`src/rtl/divider.sv`:
```
// -----------------------------------------------------------------------------
// divider -- sequential 8-bit radix-2 restoring divider
//
// Performs one shift-subtract step per clock. It returns the quotient, the
// remainder and a divide-by-zero flag through a start/done handshake.
//
// Ports:
//   clk        in   rising-edge clock
//   rst_n      in   synchronous active-low reset
//   start      in   request a division (sampled only while busy = 0)
//   signed_op  in   1 = two's-complement operands (DIVIDER_SIGNED_EN builds)
//   dividend   in   [7:0] dividend, captured on the accepting edge
//   divisor    in   [7:0] divisor, captured on the accepting edge
//   quotient   out  [7:0] result quotient, held until the next completion
//   remainder  out  [7:0] result remainder, held until the next completion
//   div_zero   out  divisor was zero for the last completed operation
//   busy       out  operation in progress
//   done       out  one-cycle pulse, results valid
//
// Build option:
//   DIVIDER_SIGNED_EN  when defined, signed_op = 1 selects signed division.
//                      The magnitudes are formed at acceptance and the signs
//                      are corrected in FIX. When undefined, signed_op is
//                      ignored and no sign logic exists. Latency is the same
//                      in both builds.
// -----------------------------------------------------------------------------
module divider (
    input  logic       clk,
    input  logic       rst_n,
    input  logic       start,
    input  logic       signed_op,
    input  logic [7:0] dividend,
    input  logic [7:0] divisor,
    output logic [7:0] quotient,
    output logic [7:0] remainder,
    output logic       div_zero,
    output logic       busy,
    output logic       done
);

    typedef enum logic [1:0] {
        IDLE = 2'd0,
        CALC = 2'd1,
        FIX  = 2'd2
    } state_t;

    state_t      state_q, state_d;
    logic [2:0]  cnt_q, cnt_d;
    logic [7:0]  rem_q, rem_d;        // partial remainder
    logic [7:0]  dvd_q, dvd_d;        // dividend shifting out, quotient shifting in
    logic [7:0]  dsr_q, dsr_d;        // divisor magnitude
    logic        zero_q, zero_d;      // current operation is a divide by zero
    logic [7:0]  quotient_q, quotient_d;
    logic [7:0]  remainder_q, remainder_d;
    logic        div_zero_q, div_zero_d;
    logic        done_q, done_d;

    logic        divisor_is_zero;
    logic [7:0]  dvd_mag;             // dividend as loaded into the datapath
    logic [7:0]  dsr_mag;
    logic [7:0]  fix_quot;            // sign-corrected final values
    logic [7:0]  fix_rem;

    assign divisor_is_zero = (divisor == 8'd0);

    // -------------------------------------------------------------------------
    // Sign handling
    // -------------------------------------------------------------------------
`ifdef DIVIDER_SIGNED_EN
    logic dvd_neg_q, dvd_neg_d;       // dividend was negative: the remainder takes its sign
    logic q_neg_q, q_neg_d;           // operand signs differ: negate the quotient
    logic dvd_neg_in;
    logic dsr_neg_in;

    always_comb begin
        dvd_neg_in = signed_op & dividend[7];
        dsr_neg_in = signed_op & divisor[7];
        // -128 has magnitude 128, which still fits as an unsigned 8-bit value.
        dvd_mag    = dvd_neg_in ? (8'd0 - dividend) : dividend;
        dsr_mag    = dsr_neg_in ? (8'd0 - divisor)  : divisor;
        dvd_neg_d  = dvd_neg_q;
        q_neg_d    = q_neg_q;
        if (state_q == IDLE && start) begin
            dvd_neg_d = dvd_neg_in;
            q_neg_d   = dvd_neg_in ^ dsr_neg_in;
        end
        // -128 / -1 gives magnitude 128 = 8'h80 and no negation, so it wraps.
        fix_quot = q_neg_q   ? (8'd0 - dvd_q) : dvd_q;
        fix_rem  = dvd_neg_q ? (8'd0 - rem_q) : rem_q;
    end

    always_ff @(posedge clk) begin
        if (!rst_n) begin
            dvd_neg_q <= 1'b0;
            q_neg_q   <= 1'b0;
        end else begin
            dvd_neg_q <= dvd_neg_d;
            q_neg_q   <= q_neg_d;
        end
    end
`else
    logic unused_signed_op;
    assign unused_signed_op = signed_op;

    always_comb begin
        dvd_mag  = dividend;
        dsr_mag  = divisor;
        fix_quot = dvd_q;
        fix_rem  = rem_q;
    end
`endif

    // -------------------------------------------------------------------------
    // Trial subtraction: {rem, next dividend bit} - divisor over 9 bits. It is
    // done as an add of the inverted divisor with carry-in 1. A carry out
    // means no borrow, so the trial result is kept.
    // -------------------------------------------------------------------------
    logic [8:0] shifted;
    logic [9:0] sub_sum;
    logic       no_borrow;
    logic       unused_sub_bit;

    assign shifted        = {rem_q, dvd_q[7]};
    assign sub_sum        = {1'b0, shifted} + {1'b0, ~{1'b0, dsr_q}} + 10'd1;
    assign no_borrow      = sub_sum[9];
    // The partial remainder always stays below the divisor, so bit 8 of a kept
    // trial result is zero.
    assign unused_sub_bit = sub_sum[8];

    // -------------------------------------------------------------------------
    // FSM: state register / next-state / outputs
    // -------------------------------------------------------------------------
    always_comb begin
        state_d = state_q;
        case (state_q)
            IDLE:    if (start) state_d = divisor_is_zero ? FIX : CALC;
            CALC:    if (cnt_q == 3'd7) state_d = FIX;
            FIX:     state_d = IDLE;
            default: state_d = IDLE;
        endcase
    end

    always_comb begin
        busy      = (state_q != IDLE);
        done      = done_q;
        quotient  = quotient_q;
        remainder = remainder_q;
        div_zero  = div_zero_q;
    end

    // -------------------------------------------------------------------------
    // Datapath next-state
    // -------------------------------------------------------------------------
    always_comb begin
        // NOTE: every signal gets a hold value before the case, so paths that do
        // not assign it keep the current value and no latch is inferred.
        cnt_d       = cnt_q;
        rem_d       = rem_q;
        dvd_d       = dvd_q;
        dsr_d       = dsr_q;
        zero_d      = zero_q;
        quotient_d  = quotient_q;
        remainder_d = remainder_q;
        div_zero_d  = div_zero_q;
        done_d      = 1'b0;
        case (state_q)
            IDLE: begin
                if (start) begin
                    rem_d  = 8'd0;
                    cnt_d  = 3'd0;
                    dsr_d  = dsr_mag;
                    zero_d = divisor_is_zero;
                    // A divide by zero reports the raw dividend, so it skips
                    // the magnitude conversion.
                    dvd_d  = divisor_is_zero ? dividend : dvd_mag;
                end
            end
            CALC: begin
                rem_d = no_borrow ? sub_sum[7:0] : shifted[7:0];
                dvd_d = {dvd_q[6:0], no_borrow};
                cnt_d = cnt_q + 3'd1;
            end
            FIX: begin
                done_d     = 1'b1;
                div_zero_d = zero_q;
                if (zero_q) begin
                    quotient_d  = 8'hFF;
                    remainder_d = dvd_q;
                end else begin
                    quotient_d  = fix_quot;
                    remainder_d = fix_rem;
                end
            end
            default: ;
        endcase
    end

    // NOTE: state flops use non-blocking assignments. All flops then sample
    // their _d values from the same edge, whatever order the statements are in.
    always_ff @(posedge clk) begin
        if (!rst_n) begin
            state_q     <= IDLE;
            cnt_q       <= 3'd0;
            rem_q       <= 8'd0;
            dvd_q       <= 8'd0;
            dsr_q       <= 8'd0;
            zero_q      <= 1'b0;
            quotient_q  <= 8'd0;
            remainder_q <= 8'd0;
            div_zero_q  <= 1'b0;
            done_q      <= 1'b0;
        end else begin
            state_q     <= state_d;
            cnt_q       <= cnt_d;
            rem_q       <= rem_d;
            dvd_q       <= dvd_d;
            dsr_q       <= dsr_d;
            zero_q      <= zero_d;
            quotient_q  <= quotient_d;
            remainder_q <= remainder_d;
            div_zero_q  <= div_zero_d;
            done_q      <= done_d;
        end
    end

endmodule

```
`config.mk`:
```
export PLATFORM = sky130hd
export DESIGN_NAME = divider
export DESIGN_NICKNAME = d
export VERILOG_FILES = /design/src/rtl/divider.sv
export SDC_FILE = /design/constraint.sdc
export NUM_CORES = 1
export LEC_CHECK = 0
export ABC_AREA = 1
export CAP_MARGIN = 25
export CORE_MARGIN = 2
export CORE_UTILIZATION = 53
export CTS_CLUSTER_DIAMETER = 120
export DETAILED_ROUTE_END_ITERATION = 10
export GPL_TIMING_DRIVEN = 0
export PLACE_DENSITY = 0.79
export SLEW_MARGIN = 20
export SYNTH_ARGS = -nofsm -noshare
export SYNTH_HDL_FRONTEND = slang
export SYNTH_SLANG_ARGS = --single-unit
```
`constraint.sdc`:
```
create_clock -name clk -period 1.9 [get_ports clk]
set_clock_uncertainty 0.1 [all_clocks]
set_input_delay 0.57 -clock clk [delete_from_list [all_inputs] [get_ports clk]]
set_output_delay 0.57 -clock clk [all_outputs]
set_load 0.01 [all_outputs]
```
**Word-level counts from Yosys, hierarchy flattened**

Index checks and enable logic that the tools add are counted.
W data, S select, Z words.

- Shift operators: 0
- Div/mod/pow operators: 0
- Eq/ne operators: 5
- Bitwise logic cells: 1
- Add/sub/neg operators: 3
- Order comparisons: 0
- Muxes and demuxes: 14
- Reduce and logical (&&, ||, !) cells: 7
- Multiply operators: 0

Operators with widths:

| kind | number |
|---|---|
| $mux W8 | 5 |
| $pmux W8 S2 | 2 |
| $add A10 B1 Y10 const B | 1 |
| $add A9 B9 Y10 | 1 |
| $not A8 Y9 | 1 |
| $logic_not A8 Y1 | 1 |
| $mux W2 | 3 |
| $pmux W3 S2 | 1 |
| $reduce_and A2 Y1 | 3 |
| $ne A2 B2 Y1 const B | 2 |
| $pmux W2 S2 | 1 |
| $reduce_bool A2 Y1 | 2 |
| $add A3 B1 Y3 const B | 1 |
| $eq A3 B3 Y1 const B | 1 |
| $mux W3 | 1 |
| $eq A2 B1 Y1 const B | 1 |
| $eq A2 B2 Y1 const B | 1 |
| $logic_not A2 Y1 | 1 |
| $mux W1 | 1 |

- Bits in read-only memories: 0
- Latch bits: 0
- Flip-flop bits (word level): 48
- Memories kept: 0
- Input bits: 20
- Output and inout port bits: 19
- Logic and storage cells: 40
- Bits in writable memories: 0

**Depth between registers and ports, before layout**

Gate-level depths: netlist (run 1).

- Word-level depth: 5
- Gate-level depth with buffers: 12
- Depth with buffers taken out: 12

**Least setup slack after synthesis (run 1)**

No wires, ideal clock.

- Path type: register to register
- From: register dvd_q[7]
- To: register rem_q[4], in the netlist fix_rem[4]
- Data arrival time: 1.512 ns
- Setup time: 0.117 ns
- Stages on the path, launching flop included: 13
- Slack: 0.170 ns
- Required time: 1.683 ns
- Cells stage by stage: dfxtp_1 -> inv_1 -> ha_1 -> inv_1 -> fa_1 -> a21oi_1 -> nand2_1 -> nand2_1 -> nor2_1 -> nand2_1 -> o21ai_1 -> nor2_1 -> nor2_1

- Longest elaborated chain between the ends: 4

Ends and longest elaborated chain:

| item | line | source |
|---|---|---|
| start, declared | 50 | `logic [7:0] dvd_q, dvd_d;` |
| start signal, assigned | 216 | `dvd_q <= dvd_d;` |
| $add A9 B9 Y10 | 124 | `assign sub_sum = {1'b0, shifted} + {1'b0, ~{1'b0, dsr_q}} + 10'd1;` |
| $add A10 B1 Y10 | 124 |  |
| $mux W8 | 179 | `rem_d = no_borrow ? sub_sum[7:0] : shifted[7:0];` |
| $pmux W8 S2 | 166 | `case (state_q)` |
| end signal, assigned | 215 | `rem_q <= rem_d;` |
| end, declared | 49 | `logic [7:0] rem_q, rem_d;` |

No other way between the ends.
A chain may end at the register's enable or synchronous reset.

**Final worst setup path (run 1)**

- From: register quotient_q[5], in the netlist quotient[5]
- To: output quotient[5]

RTL lines:

| item | line | source |
|---|---|---|
| start, declared | 53 | `logic [7:0] quotient_q, quotient_d;` |
| start signal, assigned | 219 | `quotient_q <= quotient_d;` |
| end, declared | 34 | `output logic [7:0] quotient,` |

No word-level cell between the ends.

==> summary.md, run 1 <==
| Metric | Value |
|---|---|
| DR DRC count | `0` |
| Worst setup margin | `around 0.020 ns` |
| Internal power | `about 2100 uW` |
| Yosys top cell by area | `dfxtp_1` |
| Clock Path Buffers | `2` |
| DRT iter0 DRCs | `around 280` |
| CP Capture Type | `primary output` |
| Total chip power | `3360 uW` |
| Final hold viol count | `0` |
| Worst vdd ir | `between 0.9 and 1 mV` |
| Post-route ant nets | `0` |
| Sequential cell area fraction in the yosys report | `0.399` |
| Die width | `a little over 70 um` |
| 1st-pass router iterations | `6` |
| Ports | `39` |
| Synth Net Count | `roughly 370` |
| Dpl ws | `-0.202 ns` |
| Unrepaired setup endpoints after global routing | `true` |
| Worst r2r src | `fix_rem[3]$_SDFFE_PN0P_` |
| Crit path max-delay family | `buffers and inverters` |
| Crit Path Max Fanout | `2` |
| Total die area | `slightly above 5000 um^2` |
| Die H | `between 70 and 80 um` |
| Crit Path Class | `register to primary output` |
| Ant diodes | `0` |
| Worst-Margin Slew | `around 0.57 ns` |
| Distinct cell type count after synthesis | `34` |
| Fmax | `0.532 GHz` |
| Post-synth design cell area | `2410 um^2` |
| Sequential share of power | `0.356` |
| Hold Startpoint | `cnt_q[0]$_SDFFE_PN0P_` |
| Worst hold path class | `register to register` |
| Final Max Slew Viols | `0` |
| Share of layout cells above drive strength 1 | `0.134` |
| Root buffer cell | `clkbuf_8` |
| # rows | `24` |
| Routed wire length per instance | `15.1 um` |
| Synth warn | `0` |
| Area growth syn-to-layout | `31.1%` |
| IO buf count | `37` |
| Synth Instances | `between 300 and 400` |
| Vias in the first global route | `approximately 2,300` |
| Crit path largest cell delay | `0.55 ns` |
| Final setup vio count | `0` |
| Critical Path Start | `quotient[5]$_SDFFE_PN0P_` |
| Power per cell area | `1060 nW/um^2` |
| Status | `completed` |
| Most frequent cells in the layout | `76 x nand2_1, 44 x a21oi_1, 44 x dfxtp_1` |
| Clock power frac | `0.268` |
| Dpl hpwl | `~4600 um` |
| Slew headroom | `0.619` |
| Core area | `around 4400 um^2` |
| Switching share of total power | `0.363` |
| P_leak | `between 0.001 and 0.0015 uW` |
| Critical-path cell list | `clkdlybuf4s50_1` |
| MaxCap Viol Count | `0` |
| Critical Path Source Type | `register` |
| Nets | `between 400 and 500` |
| Skew-Pair Late Insertion Delay | `approximately 0.31 ns` |
| CP Buf/Inv Count | `1` |
| CP arrival | `1.21 ns` |
| Minimum clock period | `1.88 ns` |
| Commonest non-fill, non-tap cell in the layout | `nand2_1` |
| CTS Sinks | `48` |
| Fin util | `0.725` |
| Worst Path Required | `between 1 and 1.5 ns` |
| Area contributors post-synth | `dfxtp_1 40%, nand2_1 12%, a21oi_1 9.4%` |
| GRT overflow | `0` |
| Vias per cell | `5.70` |
| Combinational Power Share | `0.376` |
| Crit share post-route | `0.989` |
| GRT Total Usage | `0.265` |
| CTS Hold Buffers Added | `0` |
| Placer Congestion | `0.908` |
| Clk pin slew, worst setup/hold paths | `about 0.1 ns` |
| Switching power | `between 1000 and 1500 uW` |
| Global-route wire length before repair | `about 11,000 um` |
| CTS tree | `done` |
| Pin count of the biggest net entering global routing | `17` |
| Synth top area share | `0.399` |
| Initial Utilization | `0.553` |
| Crit-path slowest cell | `clkdlybuf4s50_1` |
| Routed Wire Length | `roughly 6600 um` |
| Antenna violations before repair | `0` |
| Count of state elements after synthesis | `48` |
| H-tree depth | `2` |
| CTS Buf Count | `5` |
| Post-Syn Area per Cell | `7.17 um^2` |
| Fillers | `350` |
| Vias | `between 2,000 and 3,000` |
==> Yosys cell counts <==
| cell | n |
|---|---|
| nand2_1 | 78 |
| dfxtp_1 | 48 |
| a21oi_1 | 45 |
| inv_1 | 32 |
| o21ai_0 | 31 |
| nor2_1 | 22 |
| nand3_1 | 16 |
| ha_1 | 10 |
| a31oi_1 | 7 |
| nand4_1 | 7 |
| clkbuf_1 | 5 |
| buf_2 | 4 |
| clkinv_1 | 3 |
| inv_2 | 3 |
| nand2_2 | 3 |
| nor2_2 | 2 |
| nor2_4 | 2 |
| o21ai_1 | 2 |
| a211oi_1 | 1 |
| a21boi_0 | 1 |
| a21oi_4 | 1 |
| and2_1 | 1 |
| buf_1 | 1 |
| buf_6 | 1 |
| fa_1 | 1 |
| nand3_2 | 1 |
| nand3_4 | 1 |
| nor3_1 | 1 |
| nor3b_2 | 1 |
| nor4_1 | 1 |
| o22ai_1 | 1 |
| or2_2 | 1 |
| or2_4 | 1 |
| xnor2_1 | 1 |
==> final cells by class <==
class                           count  area [um^2]  share of cell area
Tap cell                           52         65.1              0.0206
Sequential cell                    48          971               0.307
Multi-Input combinational cell    240         1360               0.430
Buffer                             11         53.8              0.0170
Clock inverter                      3         68.8              0.0218
Timing Repair Buffer               42          424               0.134
Inverter                           38          148              0.0468
Clock buffer                        5         68.8              0.0218
==> timing repair <==
action	CTS	global route
pin swaps	4	11
endpoints found under the setup margin	6	16
endpoints found under the hold margin	0	0
setup buffers	2	3
resized for setup	10	25
cloned	0	1
==> layer usage <==
metal  wire length (um)  GRT usage
met2               3150      0.430
met5                  0          0
met4                106     0.0650
met1               2910      0.367
met3                464     0.0506
==> power groups by stage <==
| stage | clock network (uW) | logic [uW] | registers, uW |
|---|---|---|---|
| after global routing | 952 | 1400 | 1210 |
| final | 903 | 1260 | 1200 |
| after CTS | 907 | 1120 | 1180 |
| after global placement | 0 | 1060 | 1200 |
| after floorplan | 0 | 822 | 1180 |
| after detailed placement | 0 | 1070 | 1200 |
==> metrics by stage <==
| step | instance area [um^2] | TNS [ns] | hold slack (ns) | cells |
|---|---|---|---|---|
| finish | 3160 | 0 | 0.369 | 439 |
| CTS | 3010 | 0 | 0.369 | 435 |
| global placement | 2840 | -4.13 | 0.348 | 425 |
| detailed placement | 2840 | -4.93 | 0.356 | 425 |
| global route | 3160 | -0.131 | 0.388 | 439 |
| floorplan | 2410 | 0 | 0.329 | 336 |
==> cell families (layout without fill, tap and decap cells) <==
kind of cell | Yosys count | in the layout | share of synthesized area
and+or+nand+nor | 138 | 139 | 0.260
xor gates and xnor gates | 1 | 1 | 0.00364
DFF | 48 | 48 | 0.399
AOI/OAI and AO/OA | 89 | 89 | 0.196
buffers and inverters | 49 | 99 | 0.0816
adders and majority gates | 11 | 11 | 0.0603
==> registers in the layout, summed over array words and instances, names as in the netlist <==
register	flops
dsr_q	8
dvd_q	8
cnt_q	3
div_zero	1
state_q	2
fix_rem	8
zero_q	1
remainder	8
quotient	8
done	1
==> final timing paths <==
path	end	slack, ns	cells past startpoint
worst min-delay path	cnt_q[0]$_SDFFE_PN0P_	0.37	1
worst max register to register	fix_rem[4]$_SDFFE_PN0P_	0.04	11
worst min register to register	cnt_q[0]$_SDFFE_PN0P_	0.37	1
worst max-delay path	quotient[5]	0.02	1
Note: power is estimated with default switching activity, not from simulation.
==> inputs of run 2 (changes only) <==
--- a/config.mk
+++ b/config.mk
@@ -5,7 +5,6 @@
 export SDC_FILE = /design/constraint.sdc
 export NUM_CORES = 1
 export LEC_CHECK = 0
-export ABC_AREA = 1
 export CAP_MARGIN = 25
 export CORE_MARGIN = 2
 export CORE_UTILIZATION = 53
==> constraint.sdc (replaced) <==
create_clock -name clk -period 2.1 [get_ports clk]
set_clock_uncertainty 0.1 [all_clocks]
set_input_delay 0.63 -clock clk [delete_from_list [all_inputs] [get_ports clk]]
set_output_delay 0.63 -clock clk [all_outputs]
set_load 0.01 [all_outputs]
==> run 2 against run 1 <==
Compared with the run above:
- sequential share of layout area up 0.66 points
- clock power fell by 28%
- combinational power decreased by 43%
- via count down 10%
- area after synthesis fell by 1.4%
- utilization is 0.19 points lower
- design area fell by 0.95%
- largest power group is now sequential cells
- highest routed layer unchanged
==> summary.md, run 2 <==
| Metric | Value |
|---|---|
| GRT Total Usage | `0.235 (-0.0300)` |
| Worst setup margin | `0.0992 ns (+0.0790 ns)` |
| H-tree depth | `2 (unchanged)` |
| Share of layout cells above drive strength 1 | `0.161 (+0.0263)` |
| Vias per cell | `5.79 (+1.7%)` |
| Ports | `39 (unchanged)` |
| CP Capture Type | `register` |
| Worst r2r src | `dvd_q[7]$_SDFFE_PN0P_` |
| IO buf count | `36 (-2.7%)` |
| Worst vdd ir | `0.502 mV (-45%)` |
| Register Area | `982 um^2 (+1.2%)` |
| Synth top area share | `0.405 (+0.00568)` |
| Count leader, synth | `nand2_1` |
| Multi-input logic area | `1440 um^2 (+5.9%)` |
| Commonest non-fill, non-tap cell in the layout | `nand2_1` |
| Vias in the first global route | `2,030 (-13%)` |
| Post-Syn Area per Cell | `8.33 um^2 (+16%)` |
| Skew-Pair Late Insertion Delay | `0.30 ns (about the same)` |
| Placer Congestion | `0.843 (-7.1%)` |
| CP arrival | `2.09 ns (+0.88 ns)` |
| Crit share post-route | `0.953` |
| Critical Path Start | `dvd_q[7]$_SDFFE_PN0P_` |
| Nets | `366 (-12%)` |
| Status | `completed` |
| CTS tree | `done` |
| Routed wire length per instance | `14.9 um (-1.2%)` |
| Area contributors post-synth | `dfxtp_1 40%, nand2_1 9.8%, o211a_1 6.7%` |
| EDFF count, synth | `0 (unchanged)` |
| CTS Buf Count | `5 (unchanged)` |
| Ant diodes | `0 (unchanged)` |
| Sequential cell area fraction in the yosys report | `0.405 (+0.00568)` |
| Pin count of the biggest net entering global routing | `15 (-2)` |
| Crit Path Class | `register to register` |
| Critical Path Source Type | `register` |
| Crit Path Max Fanout | `2 (unchanged)` |
| Core area | `4320 um^2 (-0.69%)` |
| Synth Instances | `285 (-15%)` |
| WHS | `0.360 ns (-0.00911 ns)` |
| Initial Utilization | `0.549 (-0.00397)` |
| Worst hold path class | `register to register` |
| Count of state elements after synthesis | `48 (unchanged)` |
| Area growth syn-to-layout | `31.7%` |
| Final Max Slew Viols | `0 (unchanged)` |
| # rows | `24 (unchanged)` |
| CTS Sinks | `48 (unchanged)` |
| Post-synth ARST share | `0 (unchanged)` |
| Die H | `70.9 um (-0.66%)` |
| Clk pin slew, worst setup/hold paths | `0.08 ns (-0.02 ns)` |
| Unrepaired setup endpoints after global routing | `false` |
| Synth Net Count | `316 (-14%)` |
| Distinct cell type count after synthesis | `39 (+15%)` |
| Dominant synthesized flop cell | `dfxtp_1` |
| 1st-pass router iterations | `4 (-2)` |
| Final setup vio count | `0 (unchanged)` |
| DRT iter0 DRCs | `141 (-50%)` |
| Slew headroom | `0.582 (-0.0373)` |
| Global-route wire length before repair | `9310 um (-13%)` |
| Final non-filler cell total | `388 (-12%)` |
| Hold Startpoint | `dsr_q[6]$_SDFFE_PN0P_` |
| MaxCap Viol Count | `0 (unchanged)` |
| Fmax | `around 0.50 GHz` |
| P_leak | `0.00136 uW (-4.9%)` |
| Dpl hpwl | `3910 um (-14%)` |
| Total die area | `5030 um^2 (-1.3%)` |
| Final instance area | `3130 um^2 (-0.95%)` |
| Placed cells | `373 (-12%)` |
| Post-route ant nets | `0 (unchanged)` |
| Post-synth top cells | `62 x nand2_1, 48 x dfxtp_1, 29 x nor2_1` |
| Yosys top cell by area | `dfxtp_1` |
| Most frequent cells in the layout | `61 x nand2_1, 37 x dfxtp_1, 35 x clkdlybuf4s50_1` |
| Dpl ws | `-0.362 ns (-0.160 ns)` |
| Final hold viol count | `0 (unchanged)` |
| Routed Wire Length | `5790 um (-13%)` |
| Power per cell area | `763 nW/um^2 (-28%)` |
| Fillers | `351 (+0.29%)` |
| Area of placed instances | `2800 um^2 (-1.5%)` |
| Fin util | `0.723 (-0.00191)` |
| GRT overflow | `0 (unchanged)` |
| Post-synth design cell area | `2370 um^2 (-1.4%)` |
| Worst-Margin Slew | `0.627 ns (+0.0559 ns)` |
| Clock Path Buffers | `2 (unchanged)` |
| Vias | `2,247 (-10%)` |
| Worst Path Required | `2.19 ns (+0.96 ns)` |
| Synth warn | `0 (unchanged)` |
| Minimum clock period | `between 2 and 2.5 ns` |
| Die width | `70.9 um (-0.66%)` |
| Antenna violations before repair | `0 (unchanged)` |
| DR DRC count | `0 (unchanged)` |
| Root buffer cell | `clkbuf_8` |
## run 2: cell count changes in the layout (fill, tap and decap cells not counted), moves of 7 or more
cell / before / now
a21oi_1: 44 / 13
mux2i_1: 0 / 9
o21ai_0: 31 / 6
dfxtp_1: 44 / 37
clkbuf_1: 5 / 14
a311oi_1: 0 / 7
inv_1: 30 / 7
a31oi_1: 7 / 0
nand2_1: 76 / 61
nand3_1: 16 / 8
o211a_1: 0 / 16
## run 2: through the flow
| stage | power, uW | setup TNS (ns) |
|---|---|---|
| floorplan | 1480 | 0 |
| global placement | 1630 | -3.84 |
| detailed placement | 1640 | -3.90 |
| CTS | 2350 | 0 |
| global route | 2520 | 0 |
| finish | 2390 | 0 |
## run 2: routing by layer
metal	GRT usage	share of wire	routed length, um
met5	0	0	0
met4	0.101	0.022	129
met2	0.399	0.50	2880
met1	0.296	0.43	2490
met3	0.0399	0.050	287
## run 2: final timing paths
path,to,slack (ns),depth (start not counted)
setup / recovery,fix_rem[6]$_SDFFE_PN0P_,0.1,9
hold reg to reg,dsr_q[6]$_SDFFE_PN0P_,0.36,2
setup reg to reg,fix_rem[6]$_SDFFE_PN0P_,0.1,9
hold / removal,dsr_q[6]$_SDFFE_PN0P_,0.36,2
## run 2: cell type report
type	instances	share of cell area
inverters	12	0.0152
multi-input cells	209	0.460
repair buffers	45	0.138
clock buffers	6	0.0232
flip-flops and latches	48	0.314
clock inverters	2	0.0112
plain buffers	14	0.0180
well taps	52	0.0208
## run 2: repair_timing
item | 4_1_cts | 5_1_grt
gates resized for setup | 18 | 27
pin swaps | 2 | 12
buffers inserted | 3 | 6
hold buffers | 0 | 0
endpoints found under the setup margin | 11 | 7
## run 2: kinds of logic after synthesis
kind of cell	Yosys count	share of synthesized area
adders and majority gates	11	0.0611
xor gates and xnor gates	4	0.0148
AOI/OAI and AO/OA	68	0.221
buffers and inverters	28	0.0474
DFF	48	0.405
and+or+nand+nor	116	0.208
muxes	10	0.0427
## run 2: worst max-delay path, cell delays in order, from the launching register on
cell and delay, ns:
dfxtp_4 0.36, inv_2 0.06, ha_4 0.14, inv_2 0.04, fa_2 0.40, a211oi_2 0.24, o21bai_1 0.11, a21oi_2 0.16
xnor2_1 0.09, a31o_1 0.20
## run 2: where the power goes
part	switching [uW]	leakage [uW]	internal, uW
Combinational	385	0.000906	337
Sequential	60.6	0.000396	960
Clock	292	0.0000552	353
==> inputs of run 3 (changes only) <==
--- a/config.mk
+++ b/config.mk
@@ -5,7 +5,7 @@
 export SDC_FILE = /design/constraint.sdc
 export NUM_CORES = 1
 export LEC_CHECK = 0
-export CAP_MARGIN = 25
+export CAP_MARGIN = 20
 export CORE_MARGIN = 2
 export CORE_UTILIZATION = 53
 export CTS_CLUSTER_DIAMETER = 120
==> results of run 3 <==
No change in the layout: final DEF, timing and power equal those of run 2.
